`src/rtl/vga_timing_controller.sv`:
```
// 640x480@60Hz VGA raster timing: pixel counters with phase FSMs, plus
// registered sync and blanked RGB pins that lag the x/y coordinates by one cycle.
module vga_timing_controller #(
    parameter int H_ACTIVE = 640,
    parameter int H_FRONT  = 16,
    parameter int H_SYNC   = 96,
    parameter int H_BACK   = 48,
    parameter int V_ACTIVE = 480,
    parameter int V_FRONT  = 10,
    parameter int V_SYNC   = 2,
    parameter int V_BACK   = 33
) (
    input  logic        CLOCK_25,
    input  logic        RESET,
    input  logic [2:0]  color,
    output logic [11:0] x,
    output logic [11:0] y,
    output logic        video_on,
    output logic        frame_start,
    output logic        line_start,
    output logic        VGA_HS,
    output logic        VGA_VS,
    output logic        VGA_R,
    output logic        VGA_G,
    output logic        VGA_B
);

    localparam int H_TOTAL = H_ACTIVE + H_FRONT + H_SYNC + H_BACK;
    localparam int V_TOTAL = V_ACTIVE + V_FRONT + V_SYNC + V_BACK;

    localparam logic [11:0] H_LAST    = 12'(H_TOTAL - 1);
    localparam logic [11:0] H_ACT_END = 12'(H_ACTIVE - 1);
    localparam logic [11:0] H_FRT_END = 12'(H_ACTIVE + H_FRONT - 1);
    localparam logic [11:0] H_SYN_END = 12'(H_ACTIVE + H_FRONT + H_SYNC - 1);
    localparam logic [11:0] V_LAST    = 12'(V_TOTAL - 1);
    localparam logic [11:0] V_ACT_END = 12'(V_ACTIVE - 1);
    localparam logic [11:0] V_FRT_END = 12'(V_ACTIVE + V_FRONT - 1);
    localparam logic [11:0] V_SYN_END = 12'(V_ACTIVE + V_FRONT + V_SYNC - 1);

    typedef enum logic [1:0] {
        PH_ACTIVE = 2'd0,
        PH_FRONT  = 2'd1,
        PH_SYNC   = 2'd2,
        PH_BACK   = 2'd3
    } phase_t;

    logic [11:0] h_r, v_r, h_next_s, v_next_s;
    phase_t      h_phase_r, v_phase_r, h_phase_next_s, v_phase_next_s;
    logic        h_wrap_s, video_on_s;
    logic        hs_r, vs_r;
    logic [2:0]  rgb_r;

    // Counter next values; the vertical counter only moves on the line wrap.
    always_comb begin
        h_wrap_s = (h_r == H_LAST);
        h_next_s = h_r;
        v_next_s = v_r;
        if (h_wrap_s) begin
            h_next_s = 12'd0;
            if (v_r == V_LAST) begin
                v_next_s = 12'd0;
            end else begin
                v_next_s = v_r + 12'd1;
            end
        end else begin
            h_next_s = h_r + 12'd1;
        end
    end

    // Phase transitions fire on the last count of each region, so the phase
    // register always names the region of the counter value it sits beside.
    always_comb begin
        h_phase_next_s = h_phase_r;
        case (h_phase_r)
            PH_ACTIVE: if (h_r == H_ACT_END) h_phase_next_s = PH_FRONT;  else h_phase_next_s = PH_ACTIVE;
            PH_FRONT:  if (h_r == H_FRT_END) h_phase_next_s = PH_SYNC;   else h_phase_next_s = PH_FRONT;
            PH_SYNC:   if (h_r == H_SYN_END) h_phase_next_s = PH_BACK;   else h_phase_next_s = PH_SYNC;
            PH_BACK:   if (h_wrap_s)         h_phase_next_s = PH_ACTIVE; else h_phase_next_s = PH_BACK;
            default:   h_phase_next_s = PH_BACK;
        endcase
    end

    // Vertical phase steps with the same structure, gated by the line wrap.
    always_comb begin
        v_phase_next_s = v_phase_r;
        if (h_wrap_s) begin
            case (v_phase_r)
                PH_ACTIVE: if (v_r == V_ACT_END) v_phase_next_s = PH_FRONT;  else v_phase_next_s = PH_ACTIVE;
                PH_FRONT:  if (v_r == V_FRT_END) v_phase_next_s = PH_SYNC;   else v_phase_next_s = PH_FRONT;
                PH_SYNC:   if (v_r == V_SYN_END) v_phase_next_s = PH_BACK;   else v_phase_next_s = PH_SYNC;
                PH_BACK:   if (v_r == V_LAST)    v_phase_next_s = PH_ACTIVE; else v_phase_next_s = PH_BACK;
                default:   v_phase_next_s = PH_BACK;
            endcase
        end else begin
            v_phase_next_s = v_phase_r;
        end
    end

    // Counter and phase state; reset parks on the last pixel so the first edge opens a frame.
    always_ff @(posedge CLOCK_25 or posedge RESET) begin
        if (RESET) begin
            h_r       <= H_LAST;
            v_r       <= V_LAST;
            h_phase_r <= PH_BACK;
            v_phase_r <= PH_BACK;
        end else begin
            h_r       <= h_next_s;
            v_r       <= v_next_s;
            h_phase_r <= h_phase_next_s;
            v_phase_r <= v_phase_next_s;
        end
    end

    assign video_on_s = (h_phase_r == PH_ACTIVE) && (v_phase_r == PH_ACTIVE);

    // Display pins, one cycle behind x/y; color is blanked outside the active area.
    always_ff @(posedge CLOCK_25 or posedge RESET) begin
        if (RESET) begin
            hs_r  <= 1'b1;
            vs_r  <= 1'b1;
            rgb_r <= 3'b000;
        end else begin
            hs_r <= (h_phase_r != PH_SYNC);
            vs_r <= (v_phase_r != PH_SYNC);
            if (video_on_s) begin
                rgb_r <= color;
            end else begin
                rgb_r <= 3'b000;
            end
        end
    end

    assign x           = h_r;
    assign y           = v_r;
    assign video_on    = video_on_s;
    assign line_start  = (h_r == 12'd0);
    assign frame_start = (h_r == 12'd0) && (v_r == 12'd0);
    assign VGA_HS      = hs_r;
    assign VGA_VS      = vs_r;
    assign VGA_R       = rgb_r[2];
    assign VGA_G       = rgb_r[1];
    assign VGA_B       = rgb_r[0];

endmodule

```
`config.mk`:
```
export PLATFORM = sky130hd
export DESIGN_NAME = vga_timing_controller
export DESIGN_NICKNAME = d
export VERILOG_FILES = /design/src/rtl/vga_timing_controller.sv
export SDC_FILE = /design/constraint.sdc
export NUM_CORES = 1
export LEC_CHECK = 0
export CAP_MARGIN = 30
export CORE_MARGIN = 2
export CORE_UTILIZATION = 45
export DETAILED_ROUTE_END_ITERATION = 10
export HOLD_SLACK_MARGIN = 0.08
export PLACE_DENSITY = 0.81
export SYNTH_ARGS = -nofsm -noshare
export SYNTH_HDL_FRONTEND = slang
export SYNTH_SLANG_ARGS = --single-unit
```
`constraint.sdc`:
```
create_clock -name CLOCK_25 -period 1.89 [get_ports CLOCK_25]
set_input_delay 0.567 -clock CLOCK_25 [delete_from_list [all_inputs] [get_ports CLOCK_25]]
set_output_delay 0.567 -clock CLOCK_25 [all_outputs]
set_load 0.02 [all_outputs]
```
==> metrics.md <==
| Metric | Value |
|---|---|
| Outcome | finished, violations left |
| Violated checks | setup timing |
| H-Tree Depth | 2 |
| Largest family of logic cells by synthesized area | simple AND/OR/NAND/NOR gates |
| Slew @ Worst Pin | ~0.45 ns |
| Number of CTS-inserted buffers | 5 |
| Critical Path Sink Type | primary output |
| First-pass GRT wire length | about 7.2 mm |
| IO Port Bufs | 36 |
| CP peak stage delay | between 0.4 and 0.5 ns |
| CTS sink cnt | 33 |
| Largest net degree at the start of global routing | 34 |
| Die area | 4320 sq um |
| CORE AREA | 3660 sq um |
| Fmax | 0.456 GHz |
| YS warnings | 0 |
| Final hold vios | 0 |
| CP max-delay cell | dfrtp_2 |
| Async SR Flop Fraction | 1.00 |
| Post-synthesis mux area share | 0.00875 |
| I/O pin total | 37 |
| Post-Syn Area per Cell | about 11 sq um |
| DR WL met3 | approximately 210 microns |
| GRT Residual Overflow | 0 |
| Arr. time, crit path | between 1.5 and 2 ns |
| Synthesized area | 1720 sq um |
| # fillers | 280 |
| Vias | 1553 |
| Synth Area in Compound Gates | 0.0744 |
| Root Buffer | clkbuf_8 |
| Max Buffers Root-to-Sink | 2 |
| Number of max-cap violations | 0 |
| Mapped Nets | about 170 |
| Clock latency on the worst-skew pair | ~0.29 ns |
| Initial DRC Count | 76 |
| Number of global-route vias before repair | approximately 1600 |
| Share of cells above drive strength 1 | 0.366 |
| Netlist cell types | 39 |
| Seq/Total Area, Yosys | 0.493 |
| Antenna-violating nets left | 0 |
| Crit path max fanout | 2 |
| Critical path, cell by cell | nor3_4 > nand2_1 > and4bb_2 > and4_4 > buf_6 |
| Met2 routed WL | between 2 and 2.5 mm |
| WL met1 | slightly below 2 mm |
| Initial DRT Pass Iterations | 4 |
| Leakage | between 1 and 1.5 nW |
| Setup CP Type | reg2out |
| Critical Path Source Type | flip-flop |
| Seq cells post-synth | 33 |
| Crit path time final | 2.19 ns |
| Initial antenna violation count | 0 |
| Hold WC Path Type | reg2reg |
| Pwr Total | approximately 1.3 mW |
| Adder-cell share of the synthesized area | 0.0365 |
| Worst EP required | 1.32 ns |
| Uppermost layer routed | met4 |
| Row cnt | 22 |
| Die height | 65.7 microns |
| TNS Setup | -0.964 ns |
| Place WS | -0.479 ns |
| Mean routed wirelength per cell | 14.7 microns |
| Final nets | around 250 |
| CTS clk-pin slew, worst paths | approximately 0.070 ns |
| Power Density | 497 nW/um^2 |
| Placer Congestion | about 0.84 |
| XOR/XNOR Fraction of Synth Area | 0.0817 |
| EDFF count, synth | 0 |
| Synth Flop Type | dfrtp_1 |
| TritonCTS clock tree | built |
| VDD IR max | roughly 0.00056 V |
| Fin crit share | 1.16 |
| Syn-to-layout area delta | 47.8% |
| Post-layout util | 0.692 |
| Max-slew headroom | 0.697 |
| Drc violations | 0 |
| Detail Placement HPWL | approximately 3.1 mm |
| # setup viols final | 12 |
| Gr usage total | 0.226 |
| Total Wirelength | between 4 and 5 mm |
| Via density per instance | approximately 5.3 |
| Post-Syn Instances | ~160 |
| Final WS setup | -0.302 ns |
| RSZ-0062 raised after global routing | true |
| Area after DPL | roughly 2400 sq um |
| Chip width | around 66 microns |
| N_diodes | 0 |
| Initial core utilization | 0.469 |
| Max-slew violation count | 0 |
| Clock Skew | approximately 0.0082 ns |
| Simple-gate area share of the yosys netlist | 0.267 |
| Finished layout cell area | 2530 sq um |
-- worst paths after layout --
kind / from / to / slack, ns / depth (start not counted)
max: x[10] / frame_start / -0.30 / 5
min: y[8] / y[8] / 0.59 / 2
max reg2reg: x[0] / y[3] / -0.06 / 7
min reg2reg: y[8] / y[8] / 0.59 / 2
max in group asynchronous: RESET / VGA_VS / 1.02 / 3
min in group asynchronous: RESET / x[5] / 0.62 / 3
-- layer usage --
metal | up-vias | global-route usage
met1 | 751 | 0.303
met2 | 46 | 0.351
met4 | 0 | 0.0859
li1 | 746 | -
met5 | - | 0
met3 | 10 | 0.0548
-- per-stage QoR --
stage / std cells / hold slack (ns)
after floorplan: 162 / 0.459
after global placement: 281 / 0.573
after detailed placement: 281 / 0.582
after CTS: 290 / 0.595
after global routing: 291 / 0.626
final: 291 / 0.593
-- cell usage after synthesis (2+ instances only) --
cell type  number  area (sq um)
dfrtp_1        17           425
dfstp_2        16           420
nand3_1        12          60.1
xnor2_1        10          87.6
inv_1           9          33.8
nor2_1          9          33.8
nand4_1         7          43.8
nor3_1          6          30.0
xor2_1          6          52.6
and2_1          5          31.3
and3_1          5          31.3
buf_2           5          25.0
ha_1            5          62.6
nor4_1          5          31.3
o21ai_0         5          25.0
nand2_1         4          15.0
a21oi_1         3          15.0
a31oi_1         3          18.8
and4_1          3          26.3
nor2b_1         3          18.8
nor4b_1         3          26.3
a32o_1          2          20.0
nand2b_1        2          12.5
nand3_2         2          20.0
-- placed cells by master (no fill, tap or decap), types with 3 or more instances in the layout --
cell type,count
a21oi_1,3
a31oi_1,3
and2_1,5
and3_1,5
buf_4,42
clkbuf_1,3
clkbuf_8,5
clkdlybuf4s50_1,7
dfrtp_1,13
dfrtp_2,4
dfstp_2,16
dlygate4sd2_1,23
ha_1,4
inv_1,7
nand2_1,4
nand3_1,12
nand4_1,7
nor2_1,8
nor2b_1,3
nor3_1,5
nor4_1,3
nor4_2,3
o21ai_0,5
xnor2_1,10
xor2_1,6
-- critical path: cells and delay by family (launching register included) --
| family | cells | cell delay, ns |
|---|---|---|
| flip-flops | 1 | 0.42 |
| AND/OR/NAND/NOR | 4 | 0.81 |
| buffers and inverters | 1 | 0.11 |
-- sequential cells by signal (all words and copies together) (netlist names) --
signal,flops
rgb_r,3
VGA_HS,1
y,12
VGA_VS,1
h_phase_r,2
v_phase_r,2
x,12
-- repair_timing --
| action | CTS | global route |
|---|---|---|
| hold buffers | 0 | 0 |
| setup endpoints to repair | 41 | 22 |
| gates resized for setup | 48 | 7 |
| hold endpoints to repair | 0 | 0 |
| pin swaps | 3 | 1 |
| buffers inserted | 1 | 1 |
-- final cells by class --
| cell class | count | area [sq um] | area share |
|---|---|---|---|
| inverter | 9 | 33.8 | 0.0133 |
| timing repair buffer | 79 | 654 | 0.258 |
| multi-input combinational | 114 | 856 | 0.338 |
| sequential | 33 | 851 | 0.336 |
| clock buffer | 8 | 80.1 | 0.0316 |
| tap | 48 | 60.1 | 0.0237 |
-- report_power, final --
group | total (mW) | internal [mW] | switching, mW | leakage, nW
clock network | 0.508 | 0.261 | 0.246 | 0.0395
logic | 0.0393 | 0.0185 | 0.0208 | 0.742
registers | 0.712 | 0.711 | 0.000726 | 0.386
-- logic make-up (layout without fill, tap and decap cells) --
logic type               Yosys count  count (layout)
AND/OR/NAND/NOR                   73              73
flip-flops                        33              33
AO/OA/AOI/OAI                     19              19
XOR/XNOR                          16              16
multiplexers                       1               1
adder cells (fa/ha/maj)            5               5
buffers and inverters             15              96
Note: power is estimated with default switching activity, not from simulation.
